--- config.mk ---
export PLATFORM = sky130hd
export DESIGN_NAME = cache_req_queue
export DESIGN_NICKNAME = d
export VERILOG_FILES = /design/src/rtl/cache_req_queue.sv
export SDC_FILE = /design/constraint.sdc
export NUM_CORES = 1
export LEC_CHECK = 0
export BUFFER_PORTS_ARGS = -buffer_cell sky130_fd_sc_hd__buf_2
export CAP_MARGIN = 0
export CORE_MARGIN = 2
export CORE_UTILIZATION = 28
export DETAILED_ROUTE_END_ITERATION = 12
export HOLD_SLACK_MARGIN = 0.08
export PLACE_DENSITY = 0.48
export SETUP_SLACK_MARGIN = 0.05
export SKIP_LAST_GASP = 1
export SLEW_MARGIN = 20
export SYNTH_ARGS = -nofsm -noshare
export SYNTH_HDL_FRONTEND = slang
export SYNTH_SLANG_ARGS = --single-unit
export TNS_END_PERCENT = 100
--- constraint.sdc ---
create_clock -name clk -period 2.6 [get_ports clk]
set_input_delay 0.13 -clock clk [delete_from_list [all_inputs] [get_ports clk]]
set_output_delay 0.13 -clock clk [all_outputs]
set_load 0.01 [all_outputs]
--- src/rtl/cache_req_queue.sv ---
// Request FIFO in front of a single-outstanding cache port.
// Requests are popped in order, issued as a one-cycle strobe, and completed with a one-cycle response.
module cache_req_queue #(
  parameter int WIDTH       = 8,
  parameter int RAM_DEPTH   = 256,
  parameter int QUEUE_DEPTH = 4,
  localparam int AW         = $clog2(RAM_DEPTH)
) (
  input  logic             clk,
  input  logic             rst,
  input  logic             req_valid,
  output logic             req_ready,
  input  logic             req_we,
  input  logic [AW-1:0]    req_addr,
  input  logic [WIDTH-1:0] req_wdata,
  output logic             rsp_valid,
  output logic             rsp_we,
  output logic [WIDTH-1:0] rsp_data,
  output logic             cache_we,
  output logic             cache_re,
  output logic [AW-1:0]    cache_addr,
  output logic [WIDTH-1:0] cache_data_in,
  input  logic             cache_done,
  input  logic [WIDTH-1:0] cache_data_out,
  output logic             busy
);
  localparam int PW = $clog2(QUEUE_DEPTH);
  localparam int CW = PW + 1;

  localparam logic [1:0] S_IDLE  = 2'd0;
  localparam logic [1:0] S_ISSUE = 2'd1;
  localparam logic [1:0] S_WAIT  = 2'd2;
  localparam logic [1:0] S_RESP  = 2'd3;

  typedef struct packed {
    logic             we;
    logic [AW-1:0]    addr;
    logic [WIDTH-1:0] wdata;
  } req_t;

  req_t             fifo_q [QUEUE_DEPTH];
  logic [PW-1:0]    wr_ptr, rd_ptr;
  logic [CW-1:0]    count;
  logic [1:0]       state;
  req_t             iss_q;
  logic [WIDTH-1:0] rdata_q;
  logic             push, pop;

  // Ready comes from registered count only, so a pop never frees a slot in the same cycle.
  assign req_ready = count < CW'(QUEUE_DEPTH);
  assign push      = req_valid && req_ready;
  assign pop       = (state == S_IDLE) && (count != '0);

  // Storage needs no reset; count/pointers define which entries are live.
  always_ff @(posedge clk) begin
    if (push) fifo_q[wr_ptr] <= '{we: req_we, addr: req_addr, wdata: req_wdata};
  end

  always_ff @(posedge clk) begin
    if (rst) begin
      wr_ptr  <= '0;
      rd_ptr  <= '0;
      count   <= '0;
      state   <= S_IDLE;
      iss_q   <= '0;
      rdata_q <= '0;
    end else begin
      if (push) wr_ptr <= wr_ptr + PW'(1);
      if (pop)  rd_ptr <= rd_ptr + PW'(1);
      case ({push, pop})
        2'b10:   count <= count + CW'(1);
        2'b01:   count <= count - CW'(1);
        default: count <= count;
      endcase

      case (state)
        S_IDLE: begin
          if (pop) begin
            iss_q <= fifo_q[rd_ptr];
            state <= S_ISSUE;
          end
        end
        S_ISSUE: state <= S_WAIT;
        S_WAIT: begin
          if (cache_done) begin
            rdata_q <= iss_q.we ? '0 : cache_data_out;
            state   <= S_RESP;
          end
        end
        S_RESP:  state <= S_IDLE;
        default: state <= S_IDLE;
      endcase
    end
  end

  assign cache_we      = (state == S_ISSUE) &&  iss_q.we;
  assign cache_re      = (state == S_ISSUE) && !iss_q.we;
  assign cache_addr    = (state != S_IDLE) ? iss_q.addr  : '0;
  assign cache_data_in = (state != S_IDLE) ? iss_q.wdata : '0;
  assign rsp_valid     = (state == S_RESP);
  assign rsp_we        = (state == S_RESP) && iss_q.we;
  assign rsp_data      = (state == S_RESP) ? rdata_q : '0;
  assign busy          = (state != S_IDLE) || (count != '0);
endmodule

=== Word level (Yosys, flattened, before mapping) ===
Memories as Yosys holds them, arrays and structs flattened. A register that Yosys moved wholly into a read port is not among the register bits.
Index checks and enable logic that the tools add are counted.

* $add $sub $neg: 4
* Magnitude comparators: 1
* Equality and inequality tests: 7
* Multiplexer cells: 10
* Reductions and logical operators: 14

{| class="wikitable"
|+ Operators by type and width
! cell !! number
|-
| 8-bit two-way mux || 4
|-
| 2-bit one-hot mux with 4 select lines || 1
|-
| 2-bit equality test, second input constant || 3
|-
| 3-bit one-hot mux with 2 select lines || 1
|-
| 2-bit AND reduction || 3
|-
| 1-bit logical AND || 5
|-
| 2-bit by 1-bit adder with 2-bit output, second input constant || 2
|-
| 2-bit by 1-bit equality test with 1-bit output, second input constant || 2
|-
| 2-bit two-way mux || 2
|-
| 2-bit inequality test, second input constant || 2
|-
| 2-bit nonzero test || 2
|-
| 3-bit by 1-bit adder with 3-bit output, second input constant || 1
|-
| 3-bit less-than comparator, second input constant || 1
|-
| 3-bit nonzero test || 1
|-
| 3-bit by 1-bit subtractor with 3-bit output, second input constant || 1
|-
| 2-bit zero test || 1
|-
| 1-bit two-way mux || 2
|-
| 1-bit zero test || 1
|-
| 1-bit logical OR || 1
|}

* Register bits: 17
* RAM bits: 68
* Output and inout bits: 30
* Word-level logic and storage cells: 42
* Memories kept: 1

{| class="wikitable"
|+ Memory list
! memory !! depth !! bits a word !! read ports !! clocked after Yosys merged registers in !! wr ports !! line !! RTL
|-
| fifo_q || 4 || 17 || 1 || 1 || 1 || 41 || <nowiki>req_t fifo_q [QUEUE_DEPTH];</nowiki>
|}

=== Logic depth before layout (Yosys ltp) ===
Gate-level depths: netlist of the first run.

* Depth after elaboration: 4
* Mapped depth: 9
* Mapped depth without buffers: 9

=== Worst setup path after synthesis of the first run ===
OpenSTA, ideal clock, no wires.

* Path type: register -> register
* Start: reg state[0]
* End: reg count[2]
* Setup time: 71 ps
* Arrival time: 1,941 ps
* Setup slack: 589 ps
* Cell stages (with the launch flop): 10
* Path buffers: 0
* Period minus slack after synthesis: 2,011 ps
* Cell sequence: dfxtp_1 > inv_1 > ha_1 > o31a_1 > ha_1 > inv_1 > fa_1 > xor2_1 > or3_1 > a21oi_1

* Word-level cells in the longest chain between the ends: 4
* Elaborated cells on any way between the ends: 6
* Classes of those cells: eq/ne: 2; mux: 1; reduce/logical: 3

{| class="wikitable"
|+ RTL lines
! element !! line !! RTL
|-
| from (decl) || 44 || <nowiki>logic [1:0] state;</nowiki>
|-
| from (signal assigned) || 64 || <nowiki>state <= S_IDLE;</nowiki>
|-
| from (signal assigned) || 80 || <nowiki>state <= S_ISSUE;</nowiki>
|-
| from (signal assigned) || 83 || <nowiki>S_ISSUE: state <= S_WAIT;</nowiki>
|-
| 2-bit zero test * || 52 || <nowiki>assign pop = (state == S_IDLE) && (count != '0);</nowiki>
|-
| 1-bit logical AND * || 52 ||
|-
| named net pop || 47 || <nowiki>logic push, pop;</nowiki>
|-
| 2-bit by 1-bit equality test with 1-bit output or 2-bit equality test (tied branches) || 70 || <nowiki>case ({push, pop})</nowiki>
|-
| 3-bit one-hot mux with 2 select lines or 2-bit nonzero test (tied branches) || -- ||
|-
| to (signal assigned) || 71 || <nowiki>2'b10: count <= count + CW'(1);</nowiki>
|-
| to (signal assigned) || 72 || <nowiki>2'b01: count <= count - CW'(1);</nowiki>
|-
| to (signal assigned) || 73 || <nowiki>default: count <= count;</nowiki>
|-
| to (decl) || 43 || <nowiki>logic [CW-1:0] count;</nowiki>
|}

The timed path passes the listed nets; every way through them passes the cells marked *.
A chain may end at the register's enable or synchronous reset.

=== Worst setup path in the final report of the first run ===
Same ends and word-level chain as after synthesis.

==> flow_metrics.tcl, run 1 <==
set metrics [dict create \
    crit_arrival_ps 2440 \
    dr.pass1.iters 5 \
    grt_remaining_overflow 0 \
    drv_cap 0 \
    ff2ff_path_depth 9 \
    cp.depth 9 \
    slew_headroom_pct 65.76 \
    die_h_um 124.2 \
    synth_area_per_cell_um2 15.67 \
    drtAntennaViolNets 0 \
    status "completed" \
    ys_warn_count 0 \
    critPathMaxFanout 4 \
    synth_most_common_cell "edfxtp_1" \
    routedWlPerCell_um 15.66 \
    timing.final.ws_setup_ps 428.1 \
    leakage_nw 1.876 \
    cts-resized-gates 0 \
    grtUsageTotal_pct 11.66 \
    fp-row-count 43 \
    core_area_um2 13990 \
    setup_violations 0 \
    crit_type "flip-flop to flip-flop" \
    nets 386 \
    cts_buffers 9 \
    drtIter0Drc 112 \
    layout_min_cycle_time_ps 2172 \
    drive_gt1_share_pct 28.69 \
    synthTopCellsByCount "68 x edfxtp_1, 34 x dfxtp_1, 20 x nor2b_1, 17 x a22o_1, 17 x mux4_2" \
    cp-start-kind "flip-flop" \
    synth_edf_count 68 \
    cts_root_buf "clkbuf_16" \
    num_vias 2349 \
    synth_nets 297 \
    routabilityCongestion 0.6916 \
    routed_wl_mm 8.329 \
    die-area_um2 15420 \
    io_buffers 58 \
    finalCritPeriodShare_pct 83.54 \
    syn-instance-count 258 \
    p_per_area_nw_per_um2 935.5 \
    worstMarginPinSlew_ps 512.5 \
    syn_area_um2 4044 \
    path_clk_slew_ps 70 \
    area_growth_pct 25.71 \
    yosysTopAreaCell "edfxtp_1" \
    ys_seq_area_share_pct 67.33 \
    hold_depth 3 \
    synth_flop_cell "edfxtp_1" \
    ioPinCount 59 \
    critPathMaxStageDelay_ps 370 \
    drc_errors 0 \
    numClockSinks 102 \
    clock_skew_ps 4.258 \
    crit_required_ps 2870 \
    htree_levels 3 \
    ys_ff_latch 102 \
    cts_tree "done" \
    grt_max_degree 21 \
    tns_ps 0 \
    min_path_type "input pin to flip-flop" \
    synthArstFlopShare_pct 0 \
    dpl.cell_count 491 \
    rsz0062_at_grt "false" \
    final_max_slew_viol_count 0 \
    cts_setup_buffers 0 \
    die_w_um 124.2 \
    slowest_stage "fa_1" \
    crit_family "adder cells" \
    start_util_pct 28.91 \
    vias_per_cell 4.415 \
    cp-end-kind "flip-flop" \
    synthTopCellsByArea "edfxtp_1 50%, dfxtp_1 17%, mux4_2 9.5%" \
    dpl.hpwl_mm 5.289 \
    synth_cell_types 28 \
    final_cells 532 \
    fmax_ghz 0.4604 \
    ir_worst_vdd_mv 0.3316 \
    yosys.area.top_type_share_pct 50.50 \
    n_fill_cell 1358 \
    diodes 0 \
    crit_chain "inv_1, ha_1, o31a_1, ha_1, inv_1, fa_1, xor2_1, or3_1, a21oi_1" \
    antenna_found_initial 0 \
    crit_buf_inv 2 \
    finalHoldViolCount 0 \
    grt_pass1_wl_mm 13.13 \
    grt_pass1_vias 2420 \
    clk_latency_ps 340 \
    dpl_worst_slack_ps 457.3 \
    clock_path_buffers 2 \
]
-- worst reg2reg max path, stage by stage, from the launching register on --
cell	delay, ps
dfxtp_1	340
inv_1	100
ha_1	180
o31a_1	250
ha_1	220
inv_1	60
fa_1	370
xor2_1	150
or3_1	300
a21oi_1	130
-- timing repair --
action                                 CTS  global route
setup endpoints to repair                0             0
endpoints found under the hold margin   76             0
hold buffers                            25             0
-- layer usage --
layer	global-route usage, %	routed length (µm)
met4	4.003	114
met1	14.59	3895
met2	19.57	3978
met5	0	0
met3	3.022	341
-- layout make-up --
class | instances | area (µm²) | area share, %
flip-flops and latches | 102 | 2723 | 53.56
multi-input cells | 132 | 1197 | 23.55
repair buffers | 93 | 628.1 | 12.36
clock buffers | 10 | 229.0 | 4.504
well taps | 180 | 225.2 | 4.430
clock inverters | 6 | 47.55 | 0.9353
inverters | 9 | 33.78 | 0.6645
-- through the flow --
step                      utilization [%]  total power [W]  instance area [µm²]  hold slack [ps]
after detailed placement            32.58         0.003558                 4557            354.4
final                               36.34         0.004756                 5084            179.6
after floorplan                         -         0.003133                 4044            228.9
after global placement              32.58         0.003530                 4557            346.3
after global routing                36.34         0.005073                 5084            168.0
after CTS                           36.34         0.004850                 5084            155.7
-- cell families after synthesis --
| family | synth area share, % |
|---|---|
| xor+xnor | 1.083 |
| compound gates | 5.786 |
| flops | 67.33 |
| mux | 9.963 |
| fa+ha+maj | 3.280 |
| buf+inv | 3.063 |
| simple gates | 9.499 |
-- final timing paths --
| check | from | end | slack (ps) |
|---|---|---|---|
| min | cache_done | rdata_q[0] | 180 |
| min reg2reg | rdata_q[4] | rdata_q[4] | 450 |
| max | state[0] | count[2] | 430 |
| max reg2reg | state[0] | count[2] | 430 |
-- state kept, by name, summed over array words and instances (netlist names) --
signal	cells
rdata_q	8
wr_ptr	2
rd_ptr	2
state	2
iss_q	17
fifo_q	68
count	3
-- power breakdown --
group / switching (W) / total [W] / internal (W)
logic: 0.000690 / 0.00132 / 0.000626
clock network: 0.000586 / 0.00124 / 0.000658
registers: 0.000166 / 0.00220 / 0.00203
-- cells in the final DEF (no fill, tap or decap), types with 2 or more instances in the layout --
| master | count |
|---|---|
| nor2b_1 | 20 |
| inv_1 | 9 |
| nand2b_1 | 2 |
| and2_1 | 14 |
| xnor2_1 | 2 |
| a21oi_1 | 11 |
| nor2_1 | 9 |
| ha_1 | 9 |
| clkbuf_16 | 9 |
| clkinv_2 | 2 |
| xor2_1 | 3 |
| nand2_1 | 10 |
| nand4b_1 | 8 |
| mux4_2 | 17 |
| dlygate4sd3_1 | 25 |
| dfxtp_1 | 34 |
| buf_4 | 9 |
| a22o_1 | 17 |
| clkinv_4 | 3 |
| mux2i_1 | 2 |
| buf_2 | 58 |
| edfxtp_1 | 68 |
Power figures use the tool's default switching activity.
==> run 2, diff against run 1 <==
--- a/config.mk
+++ b/config.mk
@@ -5,6 +5,7 @@
 export SDC_FILE = /design/constraint.sdc
 export NUM_CORES = 1
 export LEC_CHECK = 0
+export ABC_AREA = 1
 export BUFFER_PORTS_ARGS = -buffer_cell sky130_fd_sc_hd__buf_2
 export CAP_MARGIN = 0
 export CORE_MARGIN = 2
==> constraint.sdc (replaced) <==
create_clock -name clk -period 2 [get_ports clk]
set_input_delay 0.1 -clock clk [delete_from_list [all_inputs] [get_ports clk]]
set_output_delay 0.1 -clock clk [all_outputs]
set_load 0.01 [all_outputs]
==> flow_metrics.tcl, run 2 <==
set metrics [dict create \
    antenna_found_initial 0 \
    regMostFlops "fifo_q" \
    synth_area_per_cell_um2 8.794 \
    clock_path_buffers 2 \
    area_growth_pct 24.23 \
    ioPinCount 59 \
    grt_max_degree 37 \
    synthArstFlopShare_pct 0 \
    crit_required_ps 2290 \
    routabilityCongestion 0.7581 \
    hold_depth 5 \
    numClockSinks 102 \
    largest_register_ff_count 68 \
    synth_flop_cell "edfxtp_1" \
    yosysTopAreaCell "edfxtp_1" \
    final_max_slew_viol_count 0 \
    ff2ff_path_depth 7 \
    grt_pass1_wl_mm 16.76 \
    grtUsageTotal_pct 12.25 \
    finalCritPeriodShare_pct 88.32 \
    ir_worst_vdd_mv 0.6012 \
    io_buffers 58 \
    final_common_cell "nand2_1" \
    grt_remaining_overflow 0 \
    drtIter0Drc 109 \
    syn-instance-count 528 \
    timing.hold.ws_ps 149.0 \
    p_per_area_nw_per_um2 1249 \
    ys_seq_area_share_pct 58.64 \
    critPathMaxFanout 9 \
    status "completed" \
    drive_gt1_share_pct 16.61 \
    synthTopCellsByCount "139 x nand2_1, 113 x inv_1, 68 x edfxtp_1, 60 x nor2_1, 46 x nand3_1" \
    crit_type "flip-flop to flip-flop" \
    clock_skew_ps 6.650 \
    p_switching_w 0.002658 \
    synth_cell_types 23 \
    clk_latency_ps 350 \
    drv_cap 0 \
    die_h_um 132.8 \
    ff2ff_setup_slack_ps 230 \
    vias_per_cell 3.942 \
    diodes 0 \
    htree_levels 3 \
    path_clk_slew_ps 60 \
    dpl.hpwl_mm 6.203 \
    timing.rr.start "state[0]" \
    hold_start "cache_done" \
    yosys.area.top_type_share_pct 43.98 \
    leakage_nw 2.783 \
    synth_most_common_cell "nand2_1" \
    reg_top3 "fifo_q: 68 flops, iss_q: 17 flops, rdata_q: 8 flops" \
    nets 660 \
    sw_frac_of_total_pct 36.90 \
    power_w 0.007202 \
    worstMarginPinSlew_ps 463.5 \
    mostFrequentLayoutCells "139 x nand2_1, 110 x inv_1, 68 x edfxtp_1" \
    routed_wl_mm 10.04 \
    ys_ff_latch 102 \
    cp-end-kind "flip-flop" \
    cts_setup_buffers 0 \
    reg2reg_to "rdata_q[6]" \
    intPower_w 0.004544 \
    finalHoldViolCount 0 \
    routedWlPerCell_um 11.87 \
    cts_tree "done" \
    drc_errors 0 \
    dr.pass1.iters 4 \
    synth_edf_count 68 \
    synth_nets 567 \
    rsz0062_at_grt "false" \
    grt_pass1_vias 3342 \
    die-area_um2 17630 \
    cts_buffers 9 \
    drtAntennaViolNets 0 \
    slew_headroom_pct 69.07 \
    cts_root_buf "clkbuf_16" \
    power_frac_comb_pct 37.5 \
    finish.utilization_pct 35.16 \
    setup_violations 0 \
    core_area_um2 16410 \
    worst_hold_path.endpoint "state[0]" \
    synthTopCellsByArea "edfxtp_1 44%, dfxtp_1 15%, nand2_1 11%" \
    start_util_pct 28.30 \
    fp-row-count 47 \
    layout_min_cycle_time_ps 1766 \
    syn_area_um2 4643 \
    num_vias 3335 \
    die_w_um 132.8 \
    cp-start-kind "flip-flop" \
    ys_warn_count 0 \
    sequentialPowerShare_pct 38.7 \
    crit_arrival_ps 2060 \
    min_path_type "input pin to flip-flop" \
    tns_ps 0 \
    fmax_ghz 0.5661 \
    p_clk_share_pct 23.8 \
]
-- run 2: cell types whose count changed in the layout (fill, tap and decap cells not counted), moves of 17 or more --
cell	change
inv_1	+101
nor2b_1	-20
nand2_1	+129
mux4_2	-17
a22o_1	-17
nand3_1	+46
nor2_1	+51
-- run 2: area by class of cell --
cell class | count | area (µm²)
multi-input cells | 290 | 1326
flip-flops and latches | 102 | 2725
clock buffers | 12 | 236.5
fillers | 1650 | 10640
repair buffers | 101 | 710.7
well taps | 220 | 275.3
clock inverters | 4 | 47.55
inverters | 117 | 446.7
-- run 2: worst max path at each step --
stage | end | cells after the start | start
final | rdata_q[6] | 7 | state[0]
after global routing | rdata_q[6] | 7 | state[0]
after CTS | rdata_q[4] | 7 | state[0]
after detailed placement | count[2] | 13 | state[0]
after global placement | count[2] | 13 | state[0]
after floorplan | count[2] | 13 | state[0]
-- run 2: logic make-up (layout without fill, tap and decap cells) --
kind of cell             Yosys count  count (layout)  synth area share (%)
AO/OA/AOI/OAI                     21              21                 2.344
adder cells (fa/ha/maj)           10              10                 2.856
buffers and inverters            136             234                 13.12
flip-flops                       102             102                 58.64
AND/OR/NAND/NOR                  259             259                 23.04
-- run 2: timing repair --
item / in CTS / in global routing
setup endpoints to repair: 0 / 9
hold buffers: 34 / 0
hold endpoints to repair: 77 / 0
gates resized for setup: 0 / 8
-- run 2: critical path, cell delays in order (launching register included) --
cell and delay, ps:
dfxtp_2 340, inv_2 90, ha_1 210, nand2_2 150, inv_2 150, nand3_1 90
a21oi_1 130, dlygate4sd3_1 560
-- run 2: metrics by stage --
stage	instances	setup slack (ps)	instance area, µm²
after floorplan	528	237.8	4643
after global placement	796	223.7	5126
after detailed placement	796	161.6	5126
after CTS	846	127.3	5751
after global routing	846	66.11	5768
final	846	233.6	5768
-- run 2: metal layers --
| metal | vias up | share of wire (%) | GRT usage, % |
|---|---|---|---|
| li1 | 1783 | - | - |
| met1 | 1477 | 48 | 14.92 |
| met2 | 60 | 46 | 20.67 |
| met3 | 15 | 3.4 | 2.452 |
| met4 | 0 | 2.5 | 6.093 |
| met5 | - | 0 | 0 |
-- run 2: power groups by stage --
stage / sequential (W) / combinational [W] / clock (W)
global route: 0.00283 / 0.00316 / 0.00187
floorplan: 0.00279 / 0.00211 / 0
detailed placement: 0.00282 / 0.00267 / 0
global placement: 0.00281 / 0.00262 / 0
finish: 0.00278 / 0.00270 / 0.00172
CTS: 0.00278 / 0.00274 / 0.00177
